File: config.mk
export PLATFORM = sky130hd
export DESIGN_NAME = nibble_serial_sub
export DESIGN_NICKNAME = d
export VERILOG_FILES = /design/src/rtl/nibble_serial_sub.sv
export SDC_FILE = /design/constraint.sdc
export NUM_CORES = 1
export LEC_CHECK = 0
export ABC_AREA = 1
export BUFFER_PORTS_ARGS = -buffer_cell sky130_fd_sc_hd__buf_2
export CORE_ASPECT_RATIO = 0.7
export CORE_UTILIZATION = 25
export CTS_BUF_LIST = sky130_fd_sc_hd__clkbuf_4 sky130_fd_sc_hd__clkbuf_8 sky130_fd_sc_hd__clkbuf_16
export CTS_CLUSTER_SIZE = 10
export DETAILED_ROUTE_END_ITERATION = 12
export GPL_ROUTABILITY_DRIVEN = 0
export PLACE_DENSITY_LB_ADDON = 0.2
export SETUP_SLACK_MARGIN = 0.2
export SLEW_MARGIN = 15
export SYNTH_ARGS = -nofsm -noshare
export SYNTH_HDL_FRONTEND = slang
export SYNTH_SLANG_ARGS = --single-unit
export TNS_END_PERCENT = 20
File: constraint.sdc
create_clock -name clk -period 4.3 [get_ports clk]
set_input_delay 0.43 -clock clk [delete_from_list [all_inputs] [get_ports clk]]
set_output_delay 0.43 -clock clk [all_outputs]
set_load 0.005 [all_outputs]
File: src/rtl/nibble_serial_sub.sv
// Multi-cycle subtractor: diff = a - b - b_in, one nibble per clock with a ripple
// borrow. WIDTH must be a multiple of 4 and at least 4.
module nibble_serial_sub #(
    parameter int WIDTH = 32
) (
    input  logic             clk,
    input  logic             reset,
    input  logic             in_valid,
    output logic             in_ready,
    input  logic [WIDTH-1:0] a,
    input  logic [WIDTH-1:0] b,
    input  logic             b_in,
    output logic             out_valid,
    input  logic             out_ready,
    output logic [WIDTH-1:0] diff,
    output logic             borrow_out,
    output logic             ovf,
    output logic             zero
);

    localparam int NIBBLES = WIDTH / 4;
    localparam int CNT_W   = (NIBBLES > 1) ? $clog2(NIBBLES) : 1;

    typedef enum logic [1:0] {
        IDLE = 2'd0,
        RUN  = 2'd1,
        DONE = 2'd2
    } state_t;

    state_t state, state_next;

    logic [WIDTH-1:0] a_q, b_q, diff_q;
    logic             bor_q, a_msb, b_msb;
    logic             borrow_q, ovf_q, zero_q;
    logic [CNT_W-1:0] cnt;

    logic             accept, last;
    logic [4:0]       nib_sum;
    logic [WIDTH-1:0] diff_step;

    // Handshake: a transfer happens on a rising edge where valid and ready are both
    // high; ready never depends on valid, and valid holds until the transfer.
    assign in_ready  = (state == IDLE);
    assign out_valid = (state == DONE);
    assign accept    = in_valid & in_ready;
    assign last      = (cnt == CNT_W'(NIBBLES - 1));

    // Operands shift right one nibble per step, so the active nibble is always
    // bits [3:0]; results enter diff from the top and land aligned after the last step.
    assign nib_sum   = {1'b0, a_q[3:0]} + {1'b0, ~b_q[3:0]} + {4'b0000, ~bor_q};
    assign diff_step = (diff_q >> 4) | (WIDTH'(nib_sum[3:0]) << (WIDTH - 4));

    always_ff @(posedge clk or posedge reset) begin
        if (reset) begin
            state <= IDLE;
        end else begin
            state <= state_next;
        end
    end

    always_comb begin
        state_next = state;
        case (state)
            IDLE:    if (accept) state_next = RUN;
            RUN:     if (last) state_next = DONE;
            DONE:    if (out_ready) state_next = IDLE;
            default: state_next = IDLE;
        endcase
    end

    always_ff @(posedge clk or posedge reset) begin
        if (reset) begin
            a_q      <= '0;
            b_q      <= '0;
            diff_q   <= '0;
            bor_q    <= 1'b0;
            a_msb    <= 1'b0;
            b_msb    <= 1'b0;
            borrow_q <= 1'b0;
            ovf_q    <= 1'b0;
            zero_q   <= 1'b0;
            cnt      <= '0;
        end else if (state == IDLE) begin
            if (accept) begin
                a_q   <= a;
                b_q   <= b;
                bor_q <= b_in;
                a_msb <= a[WIDTH-1];
                b_msb <= b[WIDTH-1];
                cnt   <= '0;
            end
        end else if (state == RUN) begin
            a_q    <= a_q >> 4;
            b_q    <= b_q >> 4;
            diff_q <= diff_step;
            bor_q  <= ~nib_sum[4];
            cnt    <= cnt + 1'b1;
            // Flags are captured with the top nibble so they stay frozen through DONE.
            if (last) begin
                borrow_q <= ~nib_sum[4];
                ovf_q    <= (a_msb != b_msb) & (nib_sum[3] != a_msb);
                zero_q   <= ~|diff_step;
            end
        end
    end

    assign diff       = diff_q;
    assign borrow_out = borrow_q;
    assign ovf        = ovf_q;
    assign zero       = zero_q;

endmodule
==> Yosys cells after proc, flatten, opt, wreduce, memory -nomap -nowiden <==
Cells that the tools add are included.
{ "totals": {"ff_bits": 107, "inputBits": 69, "out_inout_bits": 37} }
{ "op_classes": {"n_addsub": 3, "n_eq_ne": 8, "mux": 16, "bitwise_logic": 7, "reduce_logical": 9} }
{ "op_table": {"columns": ["operator", "n"], "rows": [
  ["$mux W32", 6],
  ["$or A28 B32 Y32", 1],
  ["$reduce_or A32 Y1", 1],
  ["$mux W3", 3],
  ["$mux W2", 3],
  ["$pmux W2 S3", 1],
  ["$reduce_and A2 Y1", 3],
  ["$reduce_and A3 Y1", 2],
  ["$add A4 B4 Y5", 1],
  ["$add A5 B1 Y5", 1],
  ["$ne A2 B1 Y1 const B", 2],
  ["$not A4 Y4", 1],
  ["$add A3 B1 Y3 const B", 1],
  ["$eq A3 B3 Y1 const B", 1],
  ["$mux W1", 3],
  ["$not A1 Y1", 3],
  ["$and A1 B1 Y1", 2],
  ["$eq A2 B1 Y1 const B", 1],
  ["$eq A2 B2 Y1 const B", 1],
  ["$logic_not A2 Y1", 1],
  ["$ne A1 B1 Y1", 2],
  ["$ne A2 B2 Y1 const B", 1],
  ["$reduce_bool A2 Y1", 1],
  ["$logic_not A1 Y1", 1]
]} }

==> Longest topological paths before layout <==
{ "depth": {"depth_word": 6, "depth_mapped": 10, "depth_no_buf": 10} }

==> Worst setup path after synthesis <==
OpenSTA, ideal clock, no wires.
{ "synth_timing": {"kind": "flip-flop to flip-flop", "start": "reg a_q[0]", "end": "reg zero_q (netlist: zero)", "setup_time_ns": 0.117, "arrival_time_ns": 1.590, "setup_slack_ns": 2.593, "path_stages_with_launch": 10, "cell_sequence": "dfrtp_1 > fa_1 > inv_1 > fa_1 > nand2_1 > nor2_1 > nand3_1 > nor2_1 > nand3_1 > nand2_1"} }
{ "synth_between": {"elab_chain_cells": 5} }
{ "synth_rtl": {"columns": ["element", "line_no", "source"], "rows": [
  ["start, declared", "32", "logic [WIDTH-1:0] a_q, b_q, diff_q;"],
  ["start signal, assigned", "93", "a_q <= a_q >> 4;"],
  ["$add A4 B4 Y5", "50", "assign nib_sum = {1'b0, a_q[3:0]} + {1'b0, ~b_q[3:0]} + {4'b0000, ~bor_q};"],
  ["$add A5 B1 Y5", "50", null],
  ["$or A28 B32 Y32", "51", "assign diff_step = (diff_q >> 4) | (WIDTH'(nib_sum[3:0]) << (WIDTH - 4));"],
  ["$reduce_or A32 Y1", "102", "zero_q <= ~|diff_step;"],
  ["$logic_not A1 Y1", "102", null],
  ["end signal, assigned", "102", null],
  ["end, declared", "34", "logic borrow_q, ovf_q, zero_q;"]
]} }
Every way passes these cells.
A chain may end at the register's enable or synchronous reset.

==> Worst setup path in the final report <==
{ "layout_timing": {"start": "reg state[0]", "end": "out in_ready"} }
{ "layout_between": {"elab_chain_cells": 1} }
{ "layout_rtl": {"columns": ["element", "line_no", "source"], "rows": [
  ["start, declared", "30", "state_t state, state_next;"],
  ["start signal, assigned", "57", "state <= state_next;"],
  ["$logic_not A2 Y1", "43", "assign in_ready = (state == IDLE);"],
  ["end, declared", "9", "output logic in_ready,"]
]} }
Every way passes these cells.

==> flow_metrics.tcl <==
set metrics [dict create \
    status "finished clean" \
    regArea_um2 2678 \
    layout-drive-gt1-share_pct 22.62 \
    rrSetupSlack_ps 1790 \
    insertion_delay_ps 350 \
    synth.largest_area_cell "dfrtp_1" \
    period_needed_ps 2649 \
    clockRootBuffer "clkbuf_16" \
    ys_ff_latch 107 \
    post-place-ws_ps 1508 \
    fp.dieH_um 122.8 \
    critPathCaptureType "output port" \
    powerDensity_nw_per_um2 799.6 \
    drv_slew 0 \
    start_util_pct 25.92 \
    routed_wl_um 12260 \
    place_area_um2 5709 \
    firstDrtPassIters 4 \
    dp_hpwl_um 8481 \
    track_usage_pct 12.20 \
    cap_viol_max_count 0 \
    yosysWarnings 0 \
    holdBufCountCts 0 \
    cts_setup_buffers 0 \
    n_fill_cell 2189 \
    netlist_area_um2 5215 \
    boundaryPins 106 \
    fin_nets 734 \
    cts_buffer_depth 2 \
    ys_types 28 \
    critPathMaxFanout 76 \
    vias 3989 \
    worstSetupPathType "reg -> out" \
    startpoint_type "flop" \
    core_area_um2 20120 \
    rsz0062_at_grt "no" \
    synth_edf_count 0 \
    yosys-top-cells-area "dfrtp_1, nand2_1, o211ai_1, inv_1, o21ai_1" \
    grt_first_pass_wirelength_um 20410 \
    p_total_mw 4.803 \
    die_area_um2 21450 \
    drt_iter0_drc 323 \
    multi_input_area_um2 1829 \
    relSlewSlack_pct 34.36 \
    yosysSeqAreaShare_pct 51.34 \
    cts_resized 0 \
    cts_tree "done" \
    synth.avg_cell_area_um2 8.706 \
    synth_top_area_share_pct 51.34 \
    fp-row-count 43 \
    dieWidth_um 174.6 \
    post-route-util_pct 29.85 \
    routed_via_density 4.275 \
    ir_drop_uv 358.3 \
    overflow 0 \
    portBuffers 105 \
    finalHoldViolCount 0 \
    drc_errors 0 \
    synthMostInstantiatedCell "nand2_1" \
    diodes 0 \
    grt_max_degree 115 \
    tightest_slew_ps 984.6 \
    arrival_ps 2220 \
    syn2layout_area_growth_pct 15.19 \
    synthArstFlopShare_pct 100.0 \
    cts_buffers 9 \
    tns_ps 0 \
    hp-class "in -> reg" \
    synth_common_cells "nand2_1, dfrtp_1, inv_1" \
    post-route-period-util_pct 61.61 \
    grt_pass1_vias 3979 \
    cts.clk_slew.worst_paths_ps 70 \
    cts_max_level 3 \
    antenna_found_initial 0 \
    setup_viol 0 \
    syn_nets 675 \
    final_cell_area_um2 6007 \
    fin_skew_ps 15.68 \
    antenna_left 0 \
    ys.flop_type "dfrtp_1" \
    final.setup.worst_slack_ps 1651 \
    wl_per_cell_um 13.14 \
    postSynthCellCount 599 \
    cts.sinks 107 \
    crit_required_ps 3870 \
    p_leak_nw 3.078 \
    fmax_mhz 377.5 \
]
power by group:
| part | switching [mW] | leakage [nW] | internal [mW] |
|---|---|---|---|
| clock | 0.400 | 0.143 | 0.422 |
| sequential | 0.250 | 1.33 | 1.49 |
| combinational | 1.42 | 1.61 | 0.820 |
| total | 2.07 | 3.08 | 2.73 |
stage by stage:
step	instances	hold slack, ps
final	933	270.3
after global placement	917	473.1
after global routing	933	257.7
after detailed placement	917	476.0
after CTS	933	253.2
after floorplan	599	459.4
placed cells by master (no fill, tap or decap), types with 3 or more instances in the layout:
| cell type | n |
|---|---|
| inv_2 | 3 |
| nor2_1 | 20 |
| buf_2 | 105 |
| dfrtp_1 | 107 |
| o21ai_2 | 10 |
| o211ai_2 | 7 |
| o211ai_1 | 46 |
| nand3_1 | 5 |
| o21ai_0 | 24 |
| ha_1 | 5 |
| clkbuf_16 | 9 |
| nand2_1 | 170 |
| buf_4 | 3 |
| inv_1 | 78 |
| o21ai_1 | 47 |
metal layers:
| metal | global-route usage, % | up-vias | wire [µm] |
|---|---|---|---|
| met5 | 0 | - | 0 |
| met4 | 2.880 | 0 | 101 |
| met3 | 2.912 | 10 | 739 |
| met2 | 17.78 | 97 | 4881 |
| met1 | 18.04 | 1880 | 6542 |
| li1 | - | 2002 | - |
critical path: stages (launching register included):
cell and delay, ps:
dfrtp_1 410, inv_2 60, nand2_4 360, buf_4 670, inv_1 170, buf_2 170
area by class of cell:
type	instances	share of cell area (%)
Sequential cell	107	44.57
Multi-Input combinational cell	349	30.45
Timing Repair Buffer	108	9.123
Tap cell	270	5.624
Inverter	83	5.311
Clock buffer	10	3.978
Clock inverter	6	0.9373
logic make-up (layout without fill, tap and decap cells):
family / after synthesis / count (layout) / synth area share (%)
DFF: 107 / 107 / 51.34
AOI/OAI and AO/OA: 141 / 141 / 17.73
xor gates and xnor gates: 1 / 1 / 0.1680
adders and majority gates: 7 / 7 / 1.967
and+or+nand+nor: 200 / 200 / 15.21
buffers and inverters: 143 / 207 / 13.58
path summary, 6_finish.rpt:
check,start,end,cells after the start
worst max-delay path,state[0],in_ready,5
worst min-delay path,out_ready,state[1],2
worst max register to register,state[1],b_q[5],8
worst min register to register,diff[0],diff[0],2
max in group asynchronous,reset,diff[31],3
min in group asynchronous,reset,a_q[14],2
flip-flops by register name, indices dropped and copies added, names as in the netlist, 2 cells and up:
register,count
diff,32
state,2
cnt,3
b_q,32
a_q,32
Note: power is estimated with default switching activity, not from simulation.
